**config.mk**
```make
export PLATFORM = sky130hd
export DESIGN_NAME = pwm_gen
export DESIGN_NICKNAME = d
export VERILOG_FILES = /design/src/rtl/pwm_gen.sv
export SDC_FILE = /design/constraint.sdc
export NUM_CORES = 1
export LEC_CHECK = 0
export CORE_UTILIZATION = 40
export CTS_BUF_LIST = sky130_fd_sc_hd__clkbuf_8 sky130_fd_sc_hd__clkbuf_16
export CTS_CLUSTER_SIZE = 28
export DETAILED_ROUTE_END_ITERATION = 16
export SLEW_MARGIN = 15
export SYNTH_ARGS = -nofsm -noshare
export SYNTH_HDL_FRONTEND = slang
export SYNTH_SLANG_ARGS = --single-unit
```
**constraint.sdc**
```tcl
create_clock -name clk -period 12.2 [get_ports clk]
set_input_delay 1.22 -clock clk [delete_from_list [all_inputs] [get_ports clk]]
set_output_delay 1.22 -clock clk [all_outputs]
set_load 0.02 [all_outputs]
```
**src/rtl/pwm_gen.sv**
```systemverilog
`default_nettype none
// ============================================================================
// Module   : pwm_gen
// Purpose  : Multi-channel rectangular waveform generator. Period and duty are
//            double-buffered and applied at period boundaries. Optional tick
//            output enabled by defining PWM_GEN_TICK_EN.
// Revision : 1.0 - initial release
// ============================================================================
module pwm_gen #(
    parameter  int CHANNELS = 2,
    parameter  int CLK_MHZ  = 50,
    parameter  int FREQ_KHZ = 100,
    parameter  int DUTY     = 25,
    parameter  int WIDTH    = 16,
    localparam int CH_W     = (CHANNELS > 1) ? $clog2(CHANNELS) : 1
) (
    input  logic                clk,
    input  logic                rst,
    input  logic [CHANNELS-1:0] en,
    input  logic                wr_en,
    input  logic [CH_W-1:0]     wr_ch,
    input  logic                wr_sel,
    input  logic [WIDTH-1:0]    wr_data,
    output logic [CHANNELS-1:0] out
`ifdef PWM_GEN_TICK_EN
    ,
    output logic [CHANNELS-1:0] tick
`endif
);

    localparam int P_DEF = 1000 * CLK_MHZ / FREQ_KHZ;
    localparam int D_DEF = P_DEF * DUTY / 100;
    localparam logic [WIDTH-1:0] P_INIT = WIDTH'(P_DEF);
    localparam logic [WIDTH-1:0] D_INIT = WIDTH'(D_DEF);

    typedef enum logic [0:0] {
        S_IDLE = 1'b0,
        S_RUN  = 1'b1
    } state_e;

    generate
        for (genvar i = 0; i < CHANNELS; i++) begin : g_ch
            state_e           state_q, state_d;
            logic [WIDTH-1:0] cnt_q, cnt_d;
            logic [WIDTH-1:0] pact_q, pact_d, dact_q, dact_d;
            logic [WIDTH-1:0] psh_q, psh_d, dsh_q, dsh_d;
            logic [WIDTH-1:0] pe;
            logic             out_q, out_d;
            logic             wrap, wr_hit;

            // Out-of-range channel indices never match any instance.
            assign wr_hit = wr_en && (wr_ch == CH_W'(i));
            assign pe     = (pact_q == '0) ? WIDTH'(1) : pact_q;
            assign wrap   = (cnt_q == pe - WIDTH'(1));

            always_comb begin
                state_d = state_q;
                cnt_d   = cnt_q;
                pact_d  = pact_q;
                dact_d  = dact_q;
                psh_d   = (wr_hit && !wr_sel) ? wr_data : psh_q;
                dsh_d   = (wr_hit &&  wr_sel) ? wr_data : dsh_q;
                out_d   = (state_q == S_RUN) && (cnt_q < dact_q);
                case (state_q)
                    S_IDLE: begin
                        cnt_d  = '0;
                        pact_d = psh_q;
                        dact_d = dsh_q;
                        if (en[i]) begin
                            state_d = S_RUN;
                        end
                    end
                    S_RUN: begin
                        if (!en[i]) begin
                            state_d = S_IDLE;
                            cnt_d   = '0;
                        end else if (wrap) begin
                            // Shadows are sampled pre-write, so a same-edge write waits a period.
                            cnt_d  = '0;
                            pact_d = psh_q;
                            dact_d = dsh_q;
                        end else begin
                            cnt_d = cnt_q + WIDTH'(1);
                        end
                    end
                    default: begin
                        state_d = S_IDLE;
                    end
                endcase
            end

            always_ff @(posedge clk or posedge rst) begin
                if (rst) begin
                    state_q <= S_IDLE;
                    cnt_q   <= '0;
                    pact_q  <= P_INIT;
                    dact_q  <= D_INIT;
                    psh_q   <= P_INIT;
                    dsh_q   <= D_INIT;
                    out_q   <= 1'b0;
                end else begin
                    state_q <= state_d;
                    cnt_q   <= cnt_d;
                    pact_q  <= pact_d;
                    dact_q  <= dact_d;
                    psh_q   <= psh_d;
                    dsh_q   <= dsh_d;
                    out_q   <= out_d;
                end
            end

            assign out[i] = out_q;

`ifdef PWM_GEN_TICK_EN
            logic tick_q;
            always_ff @(posedge clk or posedge rst) begin
                if (rst) begin
                    tick_q <= 1'b0;
                end else begin
                    tick_q <= (state_q == S_RUN) && wrap;
                end
            end
            assign tick[i] = tick_q;
`endif
        end
    endgenerate

endmodule
`default_nettype wire

```
# Word-level counts from Yosys, hierarchy flattened
# Index checks and enable logic that the tools add are counted.
classes:
  bitwise_logic: 3
  n_reduce_logical: 13
  add_sub_neg: 4
  order_cmp: 2
  eq_ne: 6
  muxes: 22
ops:
  columns: ["cell", "count"]
  rows:
  - ["16-bit 2-to-1 mux", 14]
  - ["16-bit one-hot mux with 2 select lines", 6]
  - ["16-bit by 1-bit adder with 16-bit output (second input constant)", 2]
  - ["16-bit equality test", 2]
  - ["16-bit zero test", 2]
  - ["16-bit less-than comparator", 2]
  - ["16-bit by 1-bit subtractor with 16-bit output (second input constant)", 2]
  - ["1-bit logical AND", 8]
  - ["2-bit by 1-bit != test with 1-bit output (second input constant)", 2]
  - ["2-bit != test (second input constant)", 2]
  - ["2-bit AND reduction", 2]
  - ["1-bit inverter", 3]
  - ["1-bit 2-to-1 mux", 2]
  - ["1-bit zero test", 1]
totals:
  wordCells: 64
  in_bits: 23
  reg_bits: 164
  output_inout_bits: 2

# Longest topological paths before layout
logic_depth:
  depth_word: 7
  mapped_depth: 13
  depth_no_buf: 11

# Worst setup path after synthesis
# Ideal clock, no wire load.
synth_timing:
  path_kind: "reg-to-reg"
  startpoint: "reg g_ch[1].pact_q[5]"
  endpoint: "reg g_ch[1].dact_q[10]"
  synth_period_minus_slack_ns: 3.705
  slack_ns: 8.495
  path_buffers: 2
  path_stages_with_launch: 14
  arrival_time_ns: 3.580
  cell_sequence: "dfstp_2 clkbuf_1 nor4_1 and3_1 a21oi_1 ha_1 nor3b_1 and3_1 a211o_1 a32oi_1 a211oi_2 a31oi_4 buf_6 mux2_4"
synth_via:
  elab_chain_len: 6
synth_rtl:
  columns: ["item", "line", "source"]
  rows:
  - ["start: declaration", "45", "logic [WIDTH-1:0] pact_q, pact_d, dact_q, dact_d;"]
  - ["start signal: assignment", "104", "pact_q <= pact_d;"]
  - ["16-bit zero test", "53", "assign pe = (pact_q == '0) ? WIDTH'(1) : pact_q;"]
  - ["16-bit 2-to-1 mux *", "53", null]
  - ["16-bit by 1-bit subtractor with 16-bit output *", "54", "assign wrap = (cnt_q == pe - WIDTH'(1));"]
  - ["16-bit equality test *", "54", null]
  - ["2-bit by 1-bit != test with 1-bit output (no source line) *", null, null]
  - ["2-bit AND reduction (no source line) *", null, null]
  - ["end signal: assignment", "105", "dact_q <= dact_d;"]
  - ["end: declaration", "45", null]
# Mark *: on every way between the ends. The rest lies on a longest branch, timed or not.
# A chain may end at the register's enable or synchronous reset.

# Final worst setup path
layout_timing:
  startpoint: "reg g_ch[1].pact_q[13]"
  endpoint: "reg g_ch[1].dact_q[15]"
# The elaborated chain is that of the path after synthesis.

==> impl_metrics.ini <==
[run_status]
outcome = finished, final reports clean

[clock_tree]
postCtsSetupRepairBufs = 0
tritoncts = yes
cts_resized = 0
clk_latency_ns = 0.42
cts_made_buffers = 17
clkSlewWorstSetupHoldPaths_ns = 0.06
root_buffer = sky130_fd_sc_hd__clkbuf_16
postCtsHoldBufs = 0
cts.htree.levels = 4
number_of_buffers_on_the_longest_clock_path = 2
cts.sinks = 164

[floorplanning]
placementRows = 53
die_height_um = 150
floorplan.initialDensity_pct = 41.4
horizontal_die_dimension_um = 150
die-area_mm2 = 0.0226
io_pins = 25
fp.coreArea_mm2 = 0.0213

[min_path]
min-delay-path-class = reg2reg
hold_path_startpoint = g_ch[0].dsh_q[15]

[critical_path]
family_with_the_most_delay_on_the_worst_path = simple AND/OR/NAND/NOR gates
timing.rr.start = g_ch[1].pact_q[13]
startpoint = g_ch[1].pact_q[13]
crit_fanout = 32
worst_path_max_delay_cell = sky130_fd_sc_hd__nor4_1
worst_setup_path_end_kind = flip-flop
path_cells = nor4_1, and3_1, a21oi_1, ha_1, nor3b_1, and3_1, a211o_1, a32oi_1, a211oi_2, a31oi_4, buf_4, mux2_2
critPathLaunchType = flip-flop
timing.critical_path.buf_inv = 1
worstSetupPathType = reg2reg
cp_data_arrival_time_ns = 4.66
timing.critical_path.slowest_cell_delay_ns = 0.73
worstPathRequired_ns = 12.50
cpMostUsedCell = sky130_fd_sc_hd__and3_1

[timing]
hold_viol_final = 0
timing.final.crit_period_ns = 4.36
finalClockSkew_ns = 0.00719
fmax_mhz = 229
relSlewSlack_pct = 33.5
tightest_slew_ns = 0.993
finalCritPeriodShare_pct = 35.7
timing.final.max_slew_violations = 0
unrepaired_setup_endpoints_after_global_routing = no
setup_violation_total_in_the_final_timing_report = 0
timing.setup.tns_ns = 0

[synthesis]
synth.cells.most_frequent = 116 x sky130_fd_sc_hd__dfrtp_1, 68 x sky130_fd_sc_hd__mux2_2, 60 x sky130_fd_sc_hd__mux2_4
synth_area_per_cell_um2 = 12.2
synth-seq-area-share_pct = 47.3
post_synth_design_cell_area_mm2 = 0.00881
post_synth_main_area_contributors = sky130_fd_sc_hd__dfrtp_1 33%, sky130_fd_sc_hd__dfstp_2 14%, sky130_fd_sc_hd__mux2_4 10%
count_of_different_cell_masters_after_synthesis = 65
synth-async-reset-ratio_pct = 100
synth.most_common_cell = sky130_fd_sc_hd__dfrtp_1
synth_flop_cell = sky130_fd_sc_hd__dfrtp_1
synth.largest_area_cell = sky130_fd_sc_hd__dfrtp_1
syn-num-nets = 780
number_of_synthesized_flops_with_an_enable_pin = 0
synth.yosys.warnings = 0
synth_top_cell_area_share_pct = 33.0
synthCells = 723
postSynthRegisterBits = 164

[power_and_ir_drop]
worst_ir_drop_vdd_mv = 0.102
cellLeakagePower_nw = 4.37
cellPowerDensity_mw_per_mm2 = 162

[detailed_routing]
drt_first_iter_violations = 312
number_of_design_rule_violations_left_after_detail_routing = 0
route.vias.total = 5563
antenna_violating_nets_post_route = 0
postRouteWirelength_um = 18100
drt-wirelength-per-cell_um = 17.5
drt-pass1-iter-count = 4
via_per_inst = 5.38

[global_routing]
global_route_wire_length_before_repair_um = 29400
vias_in_the_first_global_route = 5438
largest_net_degree_at_the_start_of_global_routing = 109
grtUsageTotal_pct = 16.9
antenna_found_initial = 0
global_route.overflow_total = 0

[place]
placedCellCount = 1002
gp_congestion = 0.831
dpl.hpwl_um = 12800
placement.io_buffers = 24

[cells_and_area]
area_delta_synth_final_pct = 12.3
layout_cells_sized_above_1_pct = 30.8
layout_cells_excl_fill = 1034
nets = 803
antenna_cells_inserted = 0

[flow_run]
max_cap_viols = 0
## layout by cell type (no fill, tap or decap), types with 5 or more instances in the layout
master and instances:
sky130_fd_sc_hd__nor3_1 14, sky130_fd_sc_hd__nor2_1 13, sky130_fd_sc_hd__or3_1 8, sky130_fd_sc_hd__and3_1 13
sky130_fd_sc_hd__nand2_1 32, sky130_fd_sc_hd__nor3b_1 6, sky130_fd_sc_hd__inv_1 43, sky130_fd_sc_hd__nand3_1 20
sky130_fd_sc_hd__and2_1 16, sky130_fd_sc_hd__a21o_1 10, sky130_fd_sc_hd__o21ai_0 10, sky130_fd_sc_hd__nand4_1 12
sky130_fd_sc_hd__dfrtp_1 116, sky130_fd_sc_hd__ha_1 34, sky130_fd_sc_hd__clkbuf_16 17, sky130_fd_sc_hd__xnor2_1 39
sky130_fd_sc_hd__nor4_1 11, sky130_fd_sc_hd__a21oi_1 32, sky130_fd_sc_hd__nand2b_1 6, sky130_fd_sc_hd__dfstp_2 48
sky130_fd_sc_hd__mux2_2 68, sky130_fd_sc_hd__mux2_4 60, sky130_fd_sc_hd__xor2_1 19, sky130_fd_sc_hd__clkdlybuf4s50_1 24
sky130_fd_sc_hd__buf_4 5
## kinds of logic (layout without fill, tap and decap cells)
| group | count (synthesis) | after routing | share of synthesized area (%) |
|---|---|---|---|
| mux | 128 | 128 | 18.9 |
| buf+inv | 69 | 105 | 3.62 |
| fa+ha+maj | 34 | 34 | 4.83 |
| simple gates | 179 | 179 | 11.8 |
| flops | 164 | 164 | 47.3 |
| xor+xnor | 58 | 58 | 5.77 |
| compound gates | 91 | 91 | 7.80 |
## layout make-up
class / count / area (um^2)
fillers: 1872 / 11400
clock buffers: 19 / 453
well taps: 275 / 344
repair buffers: 29 / 278
multi-input cells: 490 / 4330
flip-flops and latches: 164 / 4160
clock inverters: 13 / 149
inverters: 44 / 170
## final timing paths
| check | to | slack (ns) | cells past startpoint |
|---|---|---|---|
| hold reg to reg | g_ch[0].dact_q[15] | 0.50 | 1 |
| max in group asynchronous | g_ch[0].dact_q[1] | 9.53 | 3 |
| setup / recovery | g_ch[1].dact_q[15] | 7.84 | 12 |
| setup reg to reg | g_ch[1].dact_q[15] | 7.84 | 12 |
| min in group asynchronous | g_ch[0].dsh_q[9] | 1.42 | 2 |
| hold / removal | g_ch[0].dact_q[15] | 0.50 | 1 |
## per-stage QoR
stage / setup slack [ns] / cell area (um^2) / hold slack, ns / power (W) / utilization (%)
CTS: 7.88 / 9890 / 0.502 / 0.00161 / 46.4
finish: 7.84 / 9890 / 0.501 / 0.00160 / 46.4
floorplan: 6.63 / 8810 / 0.475 / 0.000985 / -
global placement: 8.02 / 9290 / 0.486 / 0.00105 / 43.6
detailed placement: 7.90 / 9290 / 0.487 / 0.00107 / 43.6
global route: 7.49 / 9890 / 0.509 / 0.00168 / 46.4
## state kept, by name, summed over array words and instances, names as in the netlist
signal        cells
g_ch.out_q        2
g_ch.state_q      2
g_ch.cnt_q       32
g_ch.dact_q      32
g_ch.dsh_q       32
g_ch.psh_q       32
g_ch.pact_q      32
## routing by layer
metal | wire length, um | track usage, % | vias to the layer above
met5 | 0 | 0 | -
met4 | 271 | 5.30 | 0
met3 | 454 | 2.97 | 19
met2 | 8290 | 25.9 | 98
met1 | 9070 | 24.2 | 2801
li1 | - | - | 2645
## power by group
| part | leakage [nW] | internal [W] | switching, W |
|---|---|---|---|
| Combinational | 2.14 | 0.000175 | 0.000136 |
| Clock | 0.292 | 0.000316 | 0.000221 |
| Sequential | 1.94 | 0.000662 | 0.0000875 |
(Power assumes the default switching activity.)
==> RTL change: new RTL, same flow settings <==
Build with the macro `PWM_GEN_TICK_EN` defined.
--- a/src/rtl/pwm_gen.sv
+++ b/src/rtl/pwm_gen.sv
@@ -8,2 +8,4 @@
 // ============================================================================
+`define PWM_GEN_TICK_EN
+
 module pwm_gen #(
Function (old outputs only; new: tick): kept (Yosys induction, for registers that start in step).
==> RTL change against the original RTL <==
Sequential cell count grew 2. Wire length shrank 1.1%. Die area shrank 1.5%. Cell count grew 0.48%. Power shrank 1.2%. Worst setup slack lost 130 ps. Final area shrank 1.2%. Synthesized area shrank 1.5%.
==> RTL change: results (changes against the original RTL) <==
- Status: finished clean
- Final nets: 808 (+0.62%)
- Die Area: 22,300 um^2 (-1.5%)
- Synth unique cells: 57 (-12%)
- Initial DRC count: 258 (-17%)
- Hpwl dp: 12,700 um (-0.75%)
- Number of port buffers: 26 (+8.3%)
- Clk_lat worst skew: 430 ps
- Compound-Gate Fraction of Synth Area: 0.0650 (-0.0130)
- Largest net degree at the start of global routing: 85 (-22%)
- XOR/XNOR share of the synthesized area: 0.0585 (+0.000865)
- Hold Crit Class: reg -> reg
- Peak VDD IR: 76.2 uV (-25%)
- Clock Root Buffer: clkbuf_16
- Layout cell share with drive strength beyond 1: 0.267 (-0.0413)
- TritonCTS Buffers: 17 (unchanged)
- Overall Global Routing Usage: 0.173 (+0.00326)
- Final GP Congestion: 0.888 (+6.8%)
- Worst-Margin Slew: 1090 ps (+93.2 ps)
- Place WS: 7670 ps (-234 ps)
- Synth area leaders: dfrtp_1 (34%), dfstp_2 (15%), mux2_2 (9.7%)
- Multiplexer share of the synthesized area: 0.189 (-0.000623)
- Antenna Cells: 0 (unchanged)
- Net Count, Synth: 783 (+0.38%)
- CP max stage delay: 770 ps (+40 ps)
- Fill cells: 1,904 (+1.7%)
- Clk slew on worst S/H paths: 70 ps
- Ys Warns: 0 (unchanged)
- Clock Tree Buf Depth: 2 (unchanged)
- Detailed Route WL: 17,900 um (-1.1%)
- H-tree levels: 4 (unchanged)
- Post-synth top cells: dfrtp_1 (118), mux2_2 (75), nor2_1 (51)
- Adder-Cell Fraction of Synth Area: 0.0490 (+0.000724)
- Ys async rst share: 1.00 (unchanged)
- Crit Path Max Fanout: 32 (unchanged)
- Main synth FF type: dfrtp_1
- First-pass GRT wire length: 29,900 um (+1.7%)
- Sequential-to-total area share from yosys stat: 0.486 (+0.0129)
- Vias in the first global route: 5,759 (+5.9%)
- Worst path top cell family by delay: simple AND/OR/NAND/NOR gates
- Lkg Pwr: 4.23 nW (-3.3%)
- Clk_skew: 10.6 ps (+3.41 ps)
- # Post-CTS Setup Buffers: 0 (unchanged)
- PostCTS Resize Cnt: 0 (unchanged)
- Initial antenna violation count: 0 (unchanged)
- TritonRoute pass-1 iters: 4 (unchanged)
- Vias per Instance: 5.40 (+0.32%)
- Slowest-stage cell, CP: nor4_1
## RTL change: cells by family after synthesis
family	count (synthesis)
xor+xnor	58
simple gates	182
compound gates	79
fa+ha+maj	34
buf+inv	71
mux	136
flops	166
## RTL change: final timing paths
check,startpoint,end,slack [ps],cells past startpoint
worst max-delay path,g_ch[0].pact_q[12],g_ch[0].pact_q[3],7710,12
worst min-delay path,g_ch[0].dsh_q[15],g_ch[0].dact_q[15],490,1
worst max register to register,g_ch[0].pact_q[12],g_ch[0].pact_q[3],7710,12
worst min register to register,g_ch[0].dsh_q[15],g_ch[0].dact_q[15],490,1
max in group asynchronous,rst,g_ch[0].psh_q[14],9360,3
min in group asynchronous,rst,g_ch[1].cnt_q[2],1280,2
## RTL change: cell type report
cell class	instances	area (um^2)	share of cell area
clock buffer	20	467	0.0478
timing repair buffer	31	298	0.0305
multi-input combinational	489	4150	0.425
sequential	166	4210	0.431
inverter	46	178	0.0182
tap	275	344	0.0352
clock inverter	12	119	0.0122
## RTL change: routing by layer
metal	share of wire	GRT usage	vias to the layer above
li1	-	-	2631
met1	0.48	0.235	2853
met2	0.47	0.275	101
met3	0.031	0.0312	23
met4	0.015	0.0602	0
met5	0	0	-
## RTL change: power breakdown
group	internal [mW]	switching, mW
combinational	0.158	0.139
sequential	0.669	0.0855
clock	0.299	0.228
## RTL change: per-stage QoR
stage | power [mW] | util | instance area [um^2] | hold WS (ps) | instances
after detailed placement | 1.06 | 0.434 | 9190 | 478 | 1007
after global placement | 1.04 | 0.434 | 9190 | 473 | 1007
final | 1.58 | 0.462 | 9770 | 487 | 1039
after CTS | 1.59 | 0.462 | 9770 | 492 | 1039
after global routing | 1.66 | 0.462 | 9770 | 516 | 1039
after floorplan | 0.975 | - | 8680 | 458 | 726
